$ cat src/rtl/multicycle_control_if.sv
// Control bundle between the multi-cycle sequencer and the shared MIPS datapath.
// The sequencer takes the master side; the datapath (or a bench) takes the slave side.
interface multicycle_control_if;
    logic [5:0] opcode;
    logic       mem_ready;
    logic       PCWrite;
    logic       PCWriteCond;
    logic       PCWriteNe;
    logic       IorD;
    logic       MemRead;
    logic       MemWrite;
    logic       IRWrite;
    logic       MemtoReg;
    logic       RegDst;
    logic       RegWrite;
    logic       ALUSrcA;
    logic [1:0] ALUSrcB;
    logic [1:0] ALUOp;
    logic [1:0] PCSource;
    logic       illegal_op;
    logic       mem_err;
    logic [3:0] state;

    modport master (
        input  opcode, mem_ready,
        output PCWrite, PCWriteCond, PCWriteNe, IorD, MemRead, MemWrite, IRWrite,
               MemtoReg, RegDst, RegWrite, ALUSrcA, ALUSrcB, ALUOp, PCSource,
               illegal_op, mem_err, state
    );

    modport slave (
        output opcode, mem_ready,
        input  PCWrite, PCWriteCond, PCWriteNe, IorD, MemRead, MemWrite, IRWrite,
               MemtoReg, RegDst, RegWrite, ALUSrcA, ALUSrcB, ALUOp, PCSource,
               illegal_op, mem_err, state
    );
endinterface

$ cat src/rtl/multicycle_control.sv
// Moore sequencer for the multi-cycle MIPS core: FETCH..WB per instruction,
// with a bounded wait on the variable-latency unified memory.
module multicycle_control #(
    parameter int TIMEOUT = 16,
    parameter int TO_W    = 5
) (
    input  logic                       clk,
    input  logic                       reset,
    multicycle_control_if.master       bus
);

    typedef enum logic [3:0] {
        S_FETCH  = 4'd0,
        S_DECODE = 4'd1,
        S_MEMADR = 4'd2,
        S_MEMRD  = 4'd3,
        S_MEMWB  = 4'd4,
        S_MEMWR  = 4'd5,
        S_EXEC   = 4'd6,
        S_ALUWB  = 4'd7,
        S_BEQ    = 4'd8,
        S_BNE    = 4'd9,
        S_JUMP   = 4'd10,
        S_ADDIEX = 4'd11,
        S_ANDIEX = 4'd12,
        S_IMMWB  = 4'd13
    } state_e;

    localparam logic [TO_W-1:0] CNT_LAST = TO_W'(TIMEOUT - 1);

    state_e            state_q, state_d;
    logic [TO_W-1:0]   cnt_q, cnt_d;
    logic              timeout_s;
    logic              abort_s;

    // State and memory-wait counter registers
    always_ff @(posedge clk) begin
        if (reset) begin
            state_q <= S_FETCH;
            cnt_q   <= '0;
        end else begin
            state_q <= state_d;
            cnt_q   <= cnt_d;
        end
    end

    // Next state, wait counter and decoded control outputs
    always_comb begin
        bus.PCWrite     = 1'b0;
        bus.PCWriteCond = 1'b0;
        bus.PCWriteNe   = 1'b0;
        bus.IorD        = 1'b0;
        bus.MemRead     = 1'b0;
        bus.MemWrite    = 1'b0;
        bus.IRWrite     = 1'b0;
        bus.MemtoReg    = 1'b0;
        bus.RegDst      = 1'b0;
        bus.RegWrite    = 1'b0;
        bus.ALUSrcA     = 1'b0;
        bus.ALUSrcB     = 2'b00;
        bus.ALUOp       = 2'b00;
        bus.PCSource    = 2'b00;
        bus.illegal_op  = 1'b0;
        bus.state       = 4'd0;
        state_d         = state_q;
        cnt_d           = cnt_q;
        abort_s         = 1'b0;
        timeout_s       = (cnt_q == CNT_LAST) && !bus.mem_ready;

        if (reset) begin
            // Everything held quiet so an abandoned instruction cannot strobe late
            state_d = S_FETCH;
            cnt_d   = '0;
        end else begin
            bus.state = state_q;
            case (state_q)
                S_FETCH: begin
                    bus.MemRead = 1'b1;
                    bus.ALUSrcB = 2'b01;
                    if (bus.mem_ready) begin
                        bus.IRWrite = 1'b1;
                        bus.PCWrite = 1'b1;
                        state_d     = S_DECODE;
                    end else if (timeout_s) begin
                        abort_s = 1'b1;
                        state_d = S_FETCH;
                    end else begin
                        state_d = S_FETCH;
                    end
                end
                S_DECODE: begin
                    bus.ALUSrcB = 2'b11;
                    case (bus.opcode)
                        6'b000000: state_d = S_EXEC;
                        6'b100011,
                        6'b101011: state_d = S_MEMADR;
                        6'b000100: state_d = S_BEQ;
                        6'b000101: state_d = S_BNE;
                        6'b000010: state_d = S_JUMP;
                        6'b001000: state_d = S_ADDIEX;
                        6'b001100: state_d = S_ANDIEX;
                        default: begin
                            bus.illegal_op = 1'b1;
                            state_d        = S_FETCH;
                        end
                    endcase
                end
                S_MEMADR: begin
                    bus.ALUSrcA = 1'b1;
                    bus.ALUSrcB = 2'b10;
                    if (bus.opcode == 6'b100011) begin
                        state_d = S_MEMRD;
                    end else begin
                        state_d = S_MEMWR;
                    end
                end
                S_MEMRD: begin
                    bus.MemRead = 1'b1;
                    bus.IorD    = 1'b1;
                    if (bus.mem_ready) begin
                        state_d = S_MEMWB;
                    end else if (timeout_s) begin
                        abort_s = 1'b1;
                        state_d = S_FETCH;
                    end else begin
                        state_d = S_MEMRD;
                    end
                end
                S_MEMWB: begin
                    bus.RegWrite = 1'b1;
                    bus.MemtoReg = 1'b1;
                    state_d      = S_FETCH;
                end
                S_MEMWR: begin
                    bus.MemWrite = 1'b1;
                    bus.IorD     = 1'b1;
                    if (bus.mem_ready) begin
                        state_d = S_FETCH;
                    end else if (timeout_s) begin
                        abort_s = 1'b1;
                        state_d = S_FETCH;
                    end else begin
                        state_d = S_MEMWR;
                    end
                end
                S_EXEC: begin
                    bus.ALUSrcA = 1'b1;
                    bus.ALUOp   = 2'b10;
                    state_d     = S_ALUWB;
                end
                S_ALUWB: begin
                    bus.RegDst   = 1'b1;
                    bus.RegWrite = 1'b1;
                    state_d      = S_FETCH;
                end
                S_BEQ: begin
                    bus.ALUSrcA     = 1'b1;
                    bus.ALUOp       = 2'b01;
                    bus.PCSource    = 2'b01;
                    bus.PCWriteCond = 1'b1;
                    state_d         = S_FETCH;
                end
                S_BNE: begin
                    bus.ALUSrcA   = 1'b1;
                    bus.ALUOp     = 2'b01;
                    bus.PCSource  = 2'b01;
                    bus.PCWriteNe = 1'b1;
                    state_d       = S_FETCH;
                end
                S_JUMP: begin
                    bus.PCWrite  = 1'b1;
                    bus.PCSource = 2'b10;
                    state_d      = S_FETCH;
                end
                S_ADDIEX: begin
                    bus.ALUSrcA = 1'b1;
                    bus.ALUSrcB = 2'b10;
                    bus.ALUOp   = 2'b00;
                    state_d     = S_IMMWB;
                end
                S_ANDIEX: begin
                    bus.ALUSrcA = 1'b1;
                    bus.ALUSrcB = 2'b10;
                    bus.ALUOp   = 2'b11;
                    state_d     = S_IMMWB;
                end
                S_IMMWB: begin
                    bus.RegWrite = 1'b1;
                    state_d      = S_FETCH;
                end
                default: begin
                    state_d = S_FETCH;
                end
            endcase

            // Every state change (and every abort) restarts the wait window; it saturates
            if ((state_d != state_q) || abort_s) begin
                cnt_d = '0;
            end else if (!bus.mem_ready && (cnt_q != CNT_LAST)) begin
                cnt_d = cnt_q + TO_W'(1);
            end else begin
                cnt_d = cnt_q;
            end
        end
        bus.mem_err = abort_s;
    end

endmodule

$ cat src/flat_wrapper.sv
// flat-port wrapper written by rule: the top's interface ports become plain ports
module multicycle_control_flat 
#(
    parameter int TIMEOUT = 16,
    parameter int TO_W    = 5
)
  (clk, reset, bus_opcode, bus_mem_ready, bus_PCWrite, bus_PCWriteCond, bus_PCWriteNe, bus_IorD, bus_MemRead, bus_MemWrite, bus_IRWrite, bus_MemtoReg, bus_RegDst, bus_RegWrite, bus_ALUSrcA, bus_ALUSrcB, bus_ALUOp, bus_PCSource, bus_illegal_op, bus_mem_err, bus_state);
  multicycle_control_if bus_i ();
  input  logic clk;
  input  logic reset;
  input wire logic [$bits(bus_i.opcode)-1:0] bus_opcode;
  input wire logic [$bits(bus_i.mem_ready)-1:0] bus_mem_ready;
  output wire logic [$bits(bus_i.PCWrite)-1:0] bus_PCWrite;
  output wire logic [$bits(bus_i.PCWriteCond)-1:0] bus_PCWriteCond;
  output wire logic [$bits(bus_i.PCWriteNe)-1:0] bus_PCWriteNe;
  output wire logic [$bits(bus_i.IorD)-1:0] bus_IorD;
  output wire logic [$bits(bus_i.MemRead)-1:0] bus_MemRead;
  output wire logic [$bits(bus_i.MemWrite)-1:0] bus_MemWrite;
  output wire logic [$bits(bus_i.IRWrite)-1:0] bus_IRWrite;
  output wire logic [$bits(bus_i.MemtoReg)-1:0] bus_MemtoReg;
  output wire logic [$bits(bus_i.RegDst)-1:0] bus_RegDst;
  output wire logic [$bits(bus_i.RegWrite)-1:0] bus_RegWrite;
  output wire logic [$bits(bus_i.ALUSrcA)-1:0] bus_ALUSrcA;
  output wire logic [$bits(bus_i.ALUSrcB)-1:0] bus_ALUSrcB;
  output wire logic [$bits(bus_i.ALUOp)-1:0] bus_ALUOp;
  output wire logic [$bits(bus_i.PCSource)-1:0] bus_PCSource;
  output wire logic [$bits(bus_i.illegal_op)-1:0] bus_illegal_op;
  output wire logic [$bits(bus_i.mem_err)-1:0] bus_mem_err;
  output wire logic [$bits(bus_i.state)-1:0] bus_state;
  assign bus_i.opcode = bus_opcode;
  assign bus_i.mem_ready = bus_mem_ready;
  assign bus_PCWrite = bus_i.PCWrite;
  assign bus_PCWriteCond = bus_i.PCWriteCond;
  assign bus_PCWriteNe = bus_i.PCWriteNe;
  assign bus_IorD = bus_i.IorD;
  assign bus_MemRead = bus_i.MemRead;
  assign bus_MemWrite = bus_i.MemWrite;
  assign bus_IRWrite = bus_i.IRWrite;
  assign bus_MemtoReg = bus_i.MemtoReg;
  assign bus_RegDst = bus_i.RegDst;
  assign bus_RegWrite = bus_i.RegWrite;
  assign bus_ALUSrcA = bus_i.ALUSrcA;
  assign bus_ALUSrcB = bus_i.ALUSrcB;
  assign bus_ALUOp = bus_i.ALUOp;
  assign bus_PCSource = bus_i.PCSource;
  assign bus_illegal_op = bus_i.illegal_op;
  assign bus_mem_err = bus_i.mem_err;
  assign bus_state = bus_i.state;
  multicycle_control #(.TIMEOUT(TIMEOUT), .TO_W(TO_W)) u_core (.clk(clk), .reset(reset), .bus(bus_i));
endmodule
$ cat config.mk
export PLATFORM = sky130hd
export DESIGN_NAME = multicycle_control_flat
export DESIGN_NICKNAME = d
export VERILOG_FILES = /design/src/rtl/multicycle_control_if.sv /design/src/rtl/multicycle_control.sv /design/src/flat_wrapper.sv
export SDC_FILE = /design/constraint.sdc
export NUM_CORES = 1
export LEC_CHECK = 0
export BUFFER_PORTS_ARGS = -buffer_cell sky130_fd_sc_hd__buf_4
export CAP_MARGIN = 20
export CORE_ASPECT_RATIO = 1.5
export CORE_UTILIZATION = 51
export CTS_BUF_LIST = sky130_fd_sc_hd__clkbuf_16
export DETAILED_ROUTE_END_ITERATION = 16
export PLACE_DENSITY = 0.82
export SYNTH_ARGS = -nofsm -noshare
export SYNTH_HDL_FRONTEND = slang
export SYNTH_SLANG_ARGS = --single-unit
$ cat constraint.sdc
create_clock -name clk -period 2.1 [get_ports clk]
set_clock_uncertainty 0.1 [all_clocks]
set_input_delay 0.21 -clock clk [delete_from_list [all_inputs] [get_ports clk]]
set_output_delay 0.21 -clock clk [all_outputs]
set_load 0.005 [all_outputs]
Word level (Yosys, flattened, before mapping)
Index checks and enable logic that the tools add are counted.
Storage, ports and cells
  flip-flop bits (word level): 9
  output and inout port bits: 23
  input bits: 9
  logic and storage cells: 90
Operators by class
  equal/unequal tests: 23
  reduce and logical (&&, ||, !) cells: 17
  $add $sub $neg: 1
  multiplexer cells: 47
Operators with widths (number)
  one-hot mux 4 bit (7 select lines): 2
  two-way mux 1 bit: 31
  == test 4 bit, second input constant: 6
  == test 4 x 3 -> 1 bit, second input constant: 4
  two-way mux 4 bit: 4
  == test 6 x 3 -> 1 bit, second input constant: 2
  == test 6 x 4 -> 1 bit, second input constant: 2
  == test 6 bit, second input constant: 2
  one-hot mux 2 bit (3 select lines): 2
  OR reduction 2 bit: 6
  OR reduction 3 bit: 3
  == test 4 x 2 -> 1 bit, second input constant: 2
  two-way mux 2 bit: 4
  OR reduction 8 bit: 1
  == test 6 x 2 -> 1 bit, second input constant: 1
  zero test 6 bit: 1
  two-way mux 3 bit: 2
  OR reduction 6 bit: 1
  adder 5 x 1 -> 5 bit, second input constant: 1
  == test 5 x 4 -> 1 bit, second input constant: 1
  inequality test 5 x 4 -> 1 bit, second input constant: 1
  == test 4 x 1 -> 1 bit, second input constant: 1
  zero test 4 bit: 1
  inequality test 4 bit: 1
  5 further kinds: 6

Longest topological paths before layout
  depth after elaboration: 9
  mapped depth: 8
  depth with buffers taken out: 8

Least setup slack after synthesis
Ideal clock, no wire load.
  path kind: register to register
  from: register u_core.cnt_q[0]
  to: register u_core.cnt_q[0]
  cell stages (with the launch flop): 8
  path buffers: 0
  arrival time: 1.731 ns
  data required time: 1.908 ns
  path slack: 0.177 ns
  period minus slack after synthesis: 1.923 ns
  library setup time: 0.092 ns
  cells stage by stage: dfxtp_1 -> ha_1 -> and3_1 -> ha_1 -> or3_4 -> o2111ai_2 -> o311ai_2 -> nor4_1
Between the ends
  longest elaborated chain between the ends: 9
  elaborated cells between the ends (all ways): 18
  classes of those cells: add/sub: 1; eq/ne: 3; mux: 10; reduce/logical: 4
RTL lines
  start: declaration: line multicycle_control.sv:32  | logic [TO_W-1:0] cnt_q, cnt_d;
  start signal: assignment: line multicycle_control.sv:43  | cnt_q <= cnt_d;
  == test 5 x 4 -> 1 bit: line multicycle_control.sv:68  | timeout_s = (cnt_q == CNT_LAST) && !bus.mem_ready;
  logical AND 1 bit: line multicycle_control.sv:68
  two-way mux 3 bit or two-way mux 2 bit (tied branches): line multicycle_control.sv:139, multicycle_control.sv:122
  two-way mux 4 bit, on equally long branches: line multicycle_control.sv:137, multicycle_control.sv:120
  one-hot mux 4 bit (7 select lines): line multicycle_control.sv:76  | case (state_q)
  two-way mux 4 bit: line multicycle_control.sv:70  | if (reset) begin
  inequality test 4 bit: line multicycle_control.sv:197  | if ((state_d != state_q) || abort_s) begin
  logical OR 1 bit: line multicycle_control.sv:197
  OR reduction 2 bit (no line)
Parallel ways exist; a longest one is shown, timed or not. The select of a mux whose other input is x is not followed.
A chain may end at the register's enable or synchronous reset.

Worst setup path in the final report
  from: register u_core.cnt_q[1]
  to: register u_core.cnt_q[3]
The elaborated chain is that of the path after synthesis.

==> results.cfg <==
[run_status]
status = finished clean

[placed_design]
io_buffers = 31
place_ws_ns = -0.0480
place_congestion = 0.872
dp_hpwl_um = 2180

[synth]
synth.cell_area_mm2 = 0.00107
syn-num-nets = 160
synth_warnings = 0
ys_types = 49
yosysTopAreaCell = dfxtp_1
yosysMostFrequentCell = nor2_1
ys_seq_area_share_pct = 16.9
synth_flop_cell = dfxtp_1
syn_inst = 149
synth_top_cells_by_count = nor2_1, nand2_1, a21oi_1, nor3_1, dfxtp_1
netlist.area_leader.share_pct = 16.9
synth_edf_count = 0
synth_area_leaders = dfxtp_1, nor2_1, a21oi_1
ys_ff_latch = 9
async_reset_ff_share_pct = 0
syn_avg_cell_area_um2 = 7.16

[worst_setup_path]
cpMostUsedCell = ha_4
path_buf_inv = 0
r2r_end = u_core.cnt_q[3]
r2r_setup_slack_ns = 0.04
cp_top_family = simple AND/OR/NAND/NOR gates
worstSetupPathType = flop to flop
crit_path_start_kind = flop
cp.required_ns = 2.14
reg2regPathDepth = 7
cp_max_fo = 5
crit_chain = ha_4 > and3_4 > ha_4 > or3_4 > o2111ai_4 > o311ai_4 > nor4_4
slowest_stage = or3_4
cp.arrival_ns = 2.10
endpoint_kind = flop
crit_path_max_incr_delay_ns = 0.35
r2r-start = u_core.cnt_q[1]

[cts]
clock_path_buffers = 2
cts_root_buf = clkbuf_16
insertion_delay_ns = 0.24
tritoncts = built
clkTransAtPathRegs_ns = 0.04
cts-buffers-inserted = 3
cts-htree-levels = 1
clock-sinks = 9

[detailed_routing]
routedWlPerCell_um = 17.1
drt-pass1-iter-count = 4
drc = 0
drt_iter0_drc = 71
detail-route-antenna-nets = 0
vias_per_cell = 6.25
wl_um = 3460
vias = 1262

[cells_and_area]
drive_above_1_share_pct = 37.6
area_growth_pct = 41.7
nets = 193
seqCellArea_um2 = 185
fillCellCount = 140
multi_input_area_um2 = 908
n_antenna_cell = 0

[global_routing]
track_usage_pct = 32.4
grt_max_degree = 23
grt_pass1_vias = 1174
grt_overflow_total = 0
grt_pass1_wl_um = 5310
antenna_found_initial = 0

[sta]
finalHoldViolCount = 0
relSlewSlack_pct = 56.0
setup_viol = 0
final_max_slew_viol_count = 0
min_period_ns = 2.06
finalWorstSetupSlack_ns = 0.0371
worst_pin_slew_ns = 0.651
fmax_ghz = 0.485
fin_crit_sh_pct = 98.2

[die]
rows = 19
dieArea_mm2 = 0.00228
core_mm2 = 0.00190
fp.dieW_um = 39.4
start_util_pct = 56.1
die_h_um = 58.0
io-pin-count = 32

[power]
irDropWorstVdd_uv = 523
totalPowerFinal_mw = 0.663
power.density_mw_per_mm2 = 438
leakagePower_nw = 0.658

[hold_path]
min_from = reset
hold-path-endpoint = u_core.state_q[1]
hp-class = input port to flop
hold_path_depth = 2

[job]
max-cap-violations = 0
## power breakdown
group | switching [mW] | leakage (nW) | total (mW) | internal, mW
clock network | 0.0893 | 0.0423 | 0.339 | 0.249
logic | 0.0781 | 0.540 | 0.142 | 0.0644
registers | 0.00618 | 0.0749 | 0.182 | 0.176
total | 0.174 | 0.658 | 0.663 | 0.490
## registers in the layout, summed over array words and instances (netlist names)
register / flops
u_core.state_q: 4
u_core.cnt_q: 5
## cell type report
type,count,area share (%)
clock buffers,3,4.96
inverters,7,1.90
clock inverters,1,0.248
well taps,21,1.74
repair buffers,38,18.9
flip-flops and latches,9,12.2
multi-input cells,123,60.0
## per-layer routing
metal | vias to the layer above | part of all wire, % | track usage, %
li1 | 599 | - | -
met1 | 578 | 37 | 38.6
met2 | 73 | 54 | 57.4
met3 | 12 | 6.4 | 4.21
met4 | 0 | 2.3 | 9.85
met5 | - | 0 | 0
## cell usage in the layout, fill, tap and decap left out, types with 2 or more instances in the layout
cell / instances
nor2_1: 14
nor3_1: 9
buf_4: 38
dfxtp_1: 5
xnor2_1: 2
a21oi_1: 10
a211o_1: 2
nand3_2: 2
and3_1: 4
nor2b_1: 4
o21ai_0: 6
ha_4: 2
nor4_2: 3
or2_2: 2
nand2_1: 11
clkbuf_16: 3
xor2_1: 3
inv_1: 7
nand2b_1: 7
a31oi_1: 4
nor4_1: 4
and2b_1: 2
dfxtp_2: 4
mux2i_1: 3
## stage by stage
stage	hold WS (ns)	TNS, ns	cell area (um^2)	utilization [%]	cells
3_3_place_gp	0.385	0	1310	68.7	197
6_report	0.149	0	1510	79.5	202
2_1_floorplan	0.287	0	1070	-	149
3_5_place_dp	0.390	-0.0480	1310	68.7	197
4_1_cts	0.147	0	1450	76.1	201
5_1_grt	0.163	-0.00601	1510	79.5	202
## cells by family after synthesis
group                      Yosys count  synth area share, %
DFF                                  9                 16.9
adders and majority gates            2                 2.34
AOI/OAI and AO/OA                   33                 22.0
buffers and inverters               17                 8.56
and+or+nand+nor                     80                 43.3
muxes                                3                 2.81
xor gates and xnor gates             5                 4.10
## worst max-delay path by stage
stage,start,to,slack (ns),cells after the start
floorplan,u_core.cnt_q[0],u_core.cnt_q[0],0.18,7
global placement,u_core.cnt_q[0],u_core.cnt_q[3],0.08,8
detailed placement,u_core.cnt_q[0],u_core.cnt_q[3],-0.05,7
CTS,u_core.cnt_q[0],u_core.cnt_q[3],0.008,8
global route,u_core.cnt_q[1],u_core.cnt_q[3],-0.006,7
finish,u_core.cnt_q[1],u_core.cnt_q[3],0.04,7
## repair_timing
item,in CTS,in global routing
resized for setup,11,13
pin swaps,8,4
hold buffers,0,0
buffers inserted,0,1
endpoints found under the setup margin,6,9
gates cloned,0,0
Note: power is estimated with default switching activity, not from simulation.
